<file path="src/rtl/alu_md_control.sv">
// alu_md_control: EX-stage ALU function decode plus 32-cycle MUL/DIV with HI/LO.
// Define MDU_SIGNED_EN to add signed MULT (18) / DIV (1A).
module alu_md_control (
  input  logic        clk,
  input  logic        rst,
  input  logic        valid,
  input  logic [3:0]  ALUop,
  input  logic        rtype,
  input  logic [5:0]  funct,
  input  logic [31:0] a,
  input  logic [31:0] b,
  output logic [3:0]  alu_ctrl,
  output logic [31:0] md_rdata,
  output logic        md_rsel,
  output logic        busy,
  output logic        stall
);

  localparam logic [3:0] ALU_ADD  = 4'd0;
  localparam logic [3:0] ALU_SUB  = 4'd1;
  localparam logic [3:0] ALU_AND  = 4'd2;
  localparam logic [3:0] ALU_OR   = 4'd3;
  localparam logic [3:0] ALU_XOR  = 4'd4;
  localparam logic [3:0] ALU_NOR  = 4'd5;
  localparam logic [3:0] ALU_SLT  = 4'd6;
  localparam logic [3:0] ALU_SLTU = 4'd7;
  localparam logic [3:0] ALU_SLL  = 4'd8;
  localparam logic [3:0] ALU_SRL  = 4'd9;
  localparam logic [3:0] ALU_SRA  = 4'd10;

  typedef enum logic [1:0] {
    S_IDLE,
    S_MUL,
    S_DIV
  } state_t;

  state_t state, state_nx;

  logic [31:0] hi, lo;
  logic [63:0] acc;
  logic [31:0] opd;
  logic [4:0]  cnt;
  logic [31:0] ma, mb;

  logic is_mul, is_div, is_mf, is_mt;
  logic md_op, issue, done;

  logic [32:0] sum;
  logic [32:0] rem_sh;
  logic        ge;
  logic [31:0] dsub;
  logic [63:0] step, res;

  always_comb begin
    alu_ctrl = ALU_ADD;
    if (!rtype) begin
      unique case (ALUop)
        4'b1111: alu_ctrl = ALU_AND;
        4'b1101: alu_ctrl = ALU_SLT;
        4'b0000: alu_ctrl = ALU_OR;
        default: alu_ctrl = ALU_ADD;
      endcase
    end else begin
      unique case (funct)
        6'h20, 6'h21: alu_ctrl = ALU_ADD;
        6'h22, 6'h23: alu_ctrl = ALU_SUB;
        6'h24:        alu_ctrl = ALU_AND;
        6'h25:        alu_ctrl = ALU_OR;
        6'h26:        alu_ctrl = ALU_XOR;
        6'h27:        alu_ctrl = ALU_NOR;
        6'h2A:        alu_ctrl = ALU_SLT;
        6'h2B:        alu_ctrl = ALU_SLTU;
        6'h00:        alu_ctrl = ALU_SLL;
        6'h02:        alu_ctrl = ALU_SRL;
        6'h03:        alu_ctrl = ALU_SRA;
        default:      alu_ctrl = ALU_ADD;
      endcase
    end
  end

  assign is_mf = rtype & (funct == 6'h10 | funct == 6'h12);
  assign is_mt = rtype & (funct == 6'h11 | funct == 6'h13);

`ifdef MDU_SIGNED_EN
  logic sgn, neg_q, neg_r;
  assign is_mul = rtype & (funct == 6'h19 | funct == 6'h18);
  assign is_div = rtype & (funct == 6'h1B | funct == 6'h1A);
  // signed variants are the even funct codes
  assign sgn = ~funct[0];
  assign ma  = (sgn & a[31]) ? -a : a;
  assign mb  = (sgn & b[31]) ? -b : b;
`else
  assign is_mul = rtype & (funct == 6'h19);
  assign is_div = rtype & (funct == 6'h1B);
  assign ma = a;
  assign mb = b;
`endif

  assign md_op    = is_mul | is_div | is_mf | is_mt;
  assign busy     = (state != S_IDLE);
  assign issue    = valid & md_op & ~busy;
  assign stall    = valid & md_op & busy;
  assign done     = busy & (cnt == 5'd31);
  assign md_rsel  = valid & is_mf;
  assign md_rdata = (funct == 6'h10) ? hi : lo;

  // acc holds {partial product, multiplier} or {remainder, dividend/quotient}
  always_comb begin
    sum    = {1'b0, acc[63:32]} + (acc[0] ? {1'b0, opd} : 33'd0);
    rem_sh = acc[63:31];
    ge     = (rem_sh >= {1'b0, opd});
    dsub   = rem_sh[31:0] - opd;
    if (state == S_MUL)
      step = {sum, acc[31:1]};
    else
      step = {(ge ? dsub : rem_sh[31:0]), acc[30:0], ge};
    res = step;
`ifdef MDU_SIGNED_EN
    if (state == S_MUL) begin
      if (neg_q) res = -step;
    end else begin
      if (neg_r) res[63:32] = -step[63:32];
      if (neg_q) res[31:0]  = -step[31:0];
    end
`endif
  end

  always_ff @(posedge clk) begin
    if (rst) state <= S_IDLE;
    else     state <= state_nx;
  end

  always_comb begin
    state_nx = state;
    unique case (state)
      S_IDLE: begin
        if (issue & is_mul)      state_nx = S_MUL;
        else if (issue & is_div) state_nx = S_DIV;
      end
      S_MUL, S_DIV: begin
        if (cnt == 5'd31) state_nx = S_IDLE;
      end
      default: state_nx = S_IDLE;
    endcase
  end

  always_ff @(posedge clk) begin
    if (rst) begin
      hi  <= 32'd0;
      lo  <= 32'd0;
      acc <= 64'd0;
      opd <= 32'd0;
      cnt <= 5'd0;
`ifdef MDU_SIGNED_EN
      neg_q <= 1'b0;
      neg_r <= 1'b0;
`endif
    end else begin
      if (issue & (is_mul | is_div)) begin
        acc <= is_mul ? {32'd0, mb} : {32'd0, ma};
        opd <= is_mul ? ma : mb;
        cnt <= 5'd0;
`ifdef MDU_SIGNED_EN
        neg_q <= sgn & (a[31] ^ b[31]);
        neg_r <= sgn & a[31];
`endif
      end else if (busy) begin
        acc <= step;
        cnt <= cnt + 5'd1;
        if (done) begin
          hi <= res[63:32];
          lo <= res[31:0];
        end
      end
      if (issue & rtype & (funct == 6'h11)) hi <= a;
      if (issue & rtype & (funct == 6'h13)) lo <= a;
    end
  end

endmodule

</file>
<file path="config.mk">
export PLATFORM = sky130hd
export DESIGN_NAME = alu_md_control
export DESIGN_NICKNAME = d
export VERILOG_FILES = /design/src/rtl/alu_md_control.sv
export SDC_FILE = /design/constraint.sdc
export NUM_CORES = 1
export LEC_CHECK = 0
export CAP_MARGIN = 10
export CORE_MARGIN = 4
export CORE_UTILIZATION = 40
export CTS_BUF_LIST = sky130_fd_sc_hd__clkbuf_16
export CTS_CLUSTER_SIZE = 12
export DETAILED_ROUTE_END_ITERATION = 16
export PLACE_DENSITY_LB_ADDON = 0.1
export SETUP_SLACK_MARGIN = 0.1
export SYNTH_ARGS = -nofsm -noshare
export SYNTH_HDL_FRONTEND = slang
export SYNTH_SLANG_ARGS = --single-unit
</file>
<file path="constraint.sdc">
create_clock -name clk -period 3.7 [get_ports clk]
set_clock_uncertainty 0.1 [all_clocks]
set_input_delay 0.37 -clock clk [delete_from_list [all_inputs] [get_ports clk]]
set_output_delay 0.37 -clock clk [all_outputs]
set_load 0.02 [all_outputs]
</file>
# Yosys cells after proc, flatten, opt, wreduce, memory -nomap -nowiden
# Memories as Yosys holds them, arrays and structs flattened.
# Index checks and enable logic that the tools add are counted.
# W data, S select, Z words.
op_classes:
  n_eq_ne: 15
  mul: 0
  addsub: 3
  n_shift: 0
  order_cmp: 1
  n_reduce_logical: 13
  mux: 22
  n_div: 0
  n_bitwise: 21
ops:
  columns: ["cell", "count"]
  rows:
  - ["$mux W32", 13]
  - ["$mux W64", 3]
  - ["$eq A6 B5 Y1 const B", 6]
  - ["$add A32 B32 Y33", 1]
  - ["$ge A33 B32 Y1", 1]
  - ["$sub A32 B32 Y32", 1]
  - ["$and A1 B1 Y1", 15]
  - ["$reduce_bool A2 Y1", 6]
  - ["$pmux W3 S3", 1]
  - ["$eq A4 B4 Y1 const B", 2]
  - ["$mux W2", 3]
  - ["$reduce_and A3 Y1", 2]
  - ["$add A5 B1 Y5 const B", 1]
  - ["$eq A5 B5 Y1 const B", 1]
  - ["$or A1 B1 Y1", 5]
  - ["$logic_not A4 Y1", 1]
  - ["$mux W4", 1]
  - ["$ne A2 B1 Y1 const B", 2]
  - ["$pmux W2 S2", 1]
  - ["$reduce_or A2 Y1", 2]
  - ["$ne A3 B3 Y1 const B", 1]
  - ["$eq A2 B1 Y1 const B", 1]
  - ["$eq A2 B2 Y1 const B", 1]
  - ["$logic_not A2 Y1", 1]
  - ["other kinds (3)", 3]
totals:
  mem_bits_rw: 0
  latch_bits: 0
  elab_cells: 82
  reg_bits: 167
  inputBits: 78
  romBits: 256
  mem_count: 1
memory_table:
  columns: ["name", "words", "word_bits", "rd", "rd_ports_with_merged_regs", "write_ports", "line", "rtl"]
  rows:
  - ["(no name shown)", 64, 4, 1, 0, 0, "64", "unique case (funct)"]

# Longest topological paths before layout
logic_depth:
  ltp_word: 11
  ltp_mapped: 15
  ltp_nobuf: 14

# Worst setup path before layout
# No wires, ideal clock.
synth_timing:
  path_type: "reg2reg"
  startpoint: "register acc[0]"
  endpoint: "register hi[25]"
  setup_ps: 71
  path_slack_ps: 552
  path_buffers: 1
  stages_incl_launch_ff: 16
  arrival_time_ps: 2977
  path_cell_list: "dfxtp_1 -> clkbuf_1 -> and2_1 -> ha_1 -> inv_1 -> fa_1 -> nor2b_1 -> o21a_1 -> a221o_1 -> a21oi_1 -> a21oi_1 -> a31o_2 -> a41oi_1 -> xor2_1 -> a211o_1 -> a21oi_1"
synth_between:
  elab_chain_len: 7
synth_lines:
  columns: ["item", "line", "rtl"]
  rows:
  - ["start: declaration", "40", "logic [63:0] acc;"]
  - ["start signal: assignment", "160", "acc <= is_mul ? {32'd0, mb} : {32'd0, ma};"]
  - ["start signal: assignment", "168", "acc <= step;"]
  - ["$mux W32", "109", "sum = {1'b0, acc[63:32]} + (acc[0] ? {1'b0, opd} : 33'd0);"]
  - ["$add A32 B32 Y33", "109", null]
  - ["$mux W64", "113", "if (state == S_MUL)"]
  - ["$mux W32", "170", "if (done) begin"]
  - ["$mux W32", "167", "end else if (busy) begin"]
  - ["$mux W32", "159", "if (issue & (is_mul | is_div)) begin"]
  - ["$mux W32", "175", "if (issue & rtype & (funct == 6'h11)) hi <= a;"]
  - ["end signal: assignment", "171", "hi <= res[63:32];"]
  - ["end: declaration", "39", "logic [31:0] hi, lo;"]
# No other way between the ends. The select of a mux whose other input is x is not followed.
# A chain may end at the register's enable or synchronous reset.

# Worst setup path after layout
layout_timing:
  startpoint: "register acc[31]"
  endpoint: "register hi[28]"
layout_between:
  elab_chain_len: 7
  elab_cells_between_ends: 8
layout_lines:
  columns: ["item", "line", "rtl"]
  rows:
  - ["$sub A32 B32 Y32 / $ge A33 B32 Y1 (equally long branches)", "112, 111", null]
  - ["$mux W32 (*)", "116", "step = {(ge ? dsub : rem_sh[31:0]), acc[30:0], ge};"]
  - ["$mux W64 (*)", "113", null]
  - ["$mux W32 (*)", "170", null]
  - ["$mux W32 (*)", "167", null]
  - ["$mux W32 (*)", "159", null]
  - ["$mux W32 (*)", "175", null]
# Mark *: on every way between the ends. The rest lies on a longest branch, timed or not. The select of a mux whose other input is x is not followed.

==> results.yml <==
clocking:
  clock_path_buffers: 2
  path_clk_slew_ns: 0.09
  cts_max_level: 4
  clock_latency_ns: 0.45
  cts_root_buf: "clkbuf_16"
  cts_tree: "done"
  clock-sinks: 167
  cts_buffers: 17
placement:
  hpwlAfterDp_mm: 32.3
  numPortBuffers: 116
  gp_congestion: 0.952
global_route:
  overflow: 0
  antenna_found_initial: 0
  track_usage: 0.257
  grt_pass1_wl_mm: 69.0
  first_global_vias: 11900
  grt_max_degree: 100
critical_path:
  reg2reg_depth: 14
  crit_end: "hi[28]$_SDFFE_PP0P_"
  worstReg2RegStart: "acc[31]$_SDFFE_PP0P_"
  end_kind: "flop"
  critPathArrivalTime_ns: 3.62
  cp-startpoint: "acc[31]$_SDFFE_PP0P_"
  start_kind: "flop"
  crit_required_ns: 3.90
  r2r_setup_slack_ns: 0.28
  critical_path_class: "reg2reg"
  timing.rr.end: "hi[28]$_SDFFE_PP0P_"
  cp_max_fo: 3
die:
  die_w_um: 183
  io_pins: 117
  core_area_um2: 30000
  row_count: 63
  dieArea_um2: 33600
  die_height_um: 183
  start_util: 0.410
route:
  drc_errors: 0
  routed_wl_mm: 44.2
  drtIter0Drc: 1031
  dr.pass1.iters: 5
  ant_nets: 0
  wire_per_inst_um: 20.8
  num_vias: 12600
  vias_per_cell: 5.93
power:
  powerDensity_nw_per_um2: 322
  max-vdd-ir-drop_uv: 296
  leakage_uw: 0.00594
  power_uw: 4750
yosys:
  yosysWarnings: 0
  syn_inst: 1630
  synth_top_area_frac: 0.272
  synth_area_leaders: "dfxtp_1, mux2_2, a21oi_1, nand2_1, ha_1"
  ys_types: 70
  synth_edf_count: 0
  synth_top_cell_by_area: "dfxtp_1"
  async_flop_share: 0
  syn_avg_cell_area_um2: 7.55
  syn_nets: 1778
  ys_ff_latch: 167
  synth_ff_type: "dfxtp_1"
  ys_seq_area_frac: 0.272
  synth_area_um2: 12300
sta:
  maxSlewViolCount: 0
  worst_slew_pin_slew_ns: 1.27
  setup_tns_ns: 0
  relSlewSlack: 0.151
  period_minus_slack_ns: 3.42
  fin_crit_sh: 0.924
  fmax_ghz: 0.293
  grt_setup_unrepaired: "true"
  hold_viol_final: 0
  setup_viol: 0
  whs_ns: 0.251
final_layout:
  diodes: 0
  final_cell_mix: "nand2_1, a21oi_1, dfxtp_1, nor2_1, clkdlybuf4s50_1"
  drive_gt1_frac: 0.132
  final_common_cell: "nand2_1"
  area_growth_pct: 19.8
  nNetsFinal: 1864
worst_hold_path:
  hp-class: "in2reg"
  hp-start: "rst"
outcome:
  status: "completed"
job:
  drv_cap: 0
worst max-delay path, cell delays in order (launching register included):
cell and delay (ns):
dfxtp_1 0.35, inv_1 0.09, ha_1 0.16, inv_1 0.05, fa_2 0.36, a21oi_2 0.20
nor3_1 0.09, o31a_1 0.37, a311oi_4 0.40, o21ai_2 0.12, a221oi_2 0.30, xor2_1 0.18
nor2_1 0.09, o311ai_2 0.31, a21oi_1 0.11
where the power goes:
group / internal (uW) / switching (uW)
Clock: 919 / 978
Combinational: 427 / 593
Sequential: 1810 / 18.1
Total: 3160 / 1590
synthesized netlist by cell type, drive strengths merged (4+ instances only):
master,n
nand2,257
a21oi,208
dfxtp,167
nor2,134
mux2,95
clkbuf,87
ha,68
o21ai,66
a22oi,61
inv,55
a311oi,36
and2,36
xnor2,34
a21o,28
nand3,25
nor3,23
xor2,22
buf,21
a211oi,19
and3,18
o22ai,14
nor2b,12
nand2b,11
a31oi,10
nand4,9
o21a,9
or2,9
a22o,8
mux2i,8
a211o,7
o211ai,6
a32oi,5
o21bai,5
o311ai,5
o31ai,5
a221oi,4
a31o,4
and4,4
or3,4
flip-flops by register name, summed over array words and instances, names as in the netlist:
register / cells
hi: 32
opd: 32
cnt: 5
state: 2
acc: 64
lo: 32
metrics by stage:
step,utilization,setup WS (ns),area [um^2],std cells
2_1_floorplan,-,0.552,12300,1630
3_3_place_gp,0.469,0.130,14100,2084
3_5_place_dp,0.469,0.0488,14100,2084
4_1_cts,0.489,0.122,14700,2116
5_1_grt,0.491,0.0525,14700,2119
6_report,0.491,0.282,14700,2119
logic make-up after synthesis:
group | share of synthesized area
buffers and inverters | 0.0512
and+or+nand+nor | 0.198
AOI/OAI and AO/OA | 0.274
muxes | 0.0934
xor gates and xnor gates | 0.0399
adders and majority gates | 0.0724
DFF | 0.272
what timing repair did:
item,in CTS,in global routing
pin swaps,0,4
buffers inserted,0,3
hold buffers,0,0
setup endpoints to repair,3,29
resized for setup,1,12
area by class of cell:
type	count	area, um^2
clock buffer	17	425
clock inverter	15	175
fill	2950	15300
inverter	55	206
multi-input combinational	1300	8420
sequential	167	3340
tap	390	488
timing repair buffer	175	1690
worst min path at each step:
stage | slack [ns] | cells after the start | end
floorplan | 0.33 | 2 | lo[10]$_SDFFE_PP0P_
global placement | 0.34 | 2 | lo[1]$_SDFFE_PP0P_
detailed placement | 0.34 | 2 | lo[23]$_SDFFE_PP0P_
CTS | 0.24 | 2 | acc[30]$_SDFFE_PP0P_
global route | 0.27 | 2 | acc[16]$_SDFFE_PP0P_
finish | 0.25 | 2 | hi[31]$_SDFFE_PP0P_
per-layer routing:
| metal | part of all wire | vias up | GRT usage |
|---|---|---|---|
| met5 | 0 | - | 0 |
| met4 | 0.014 | 0 | 0.0542 |
| met3 | 0.070 | 53 | 0.0351 |
| met2 | 0.41 | 455 | 0.368 |
| met1 | 0.51 | 6028 | 0.406 |
| li1 | - | 6033 | - |
Power figures use the tool's default switching activity.
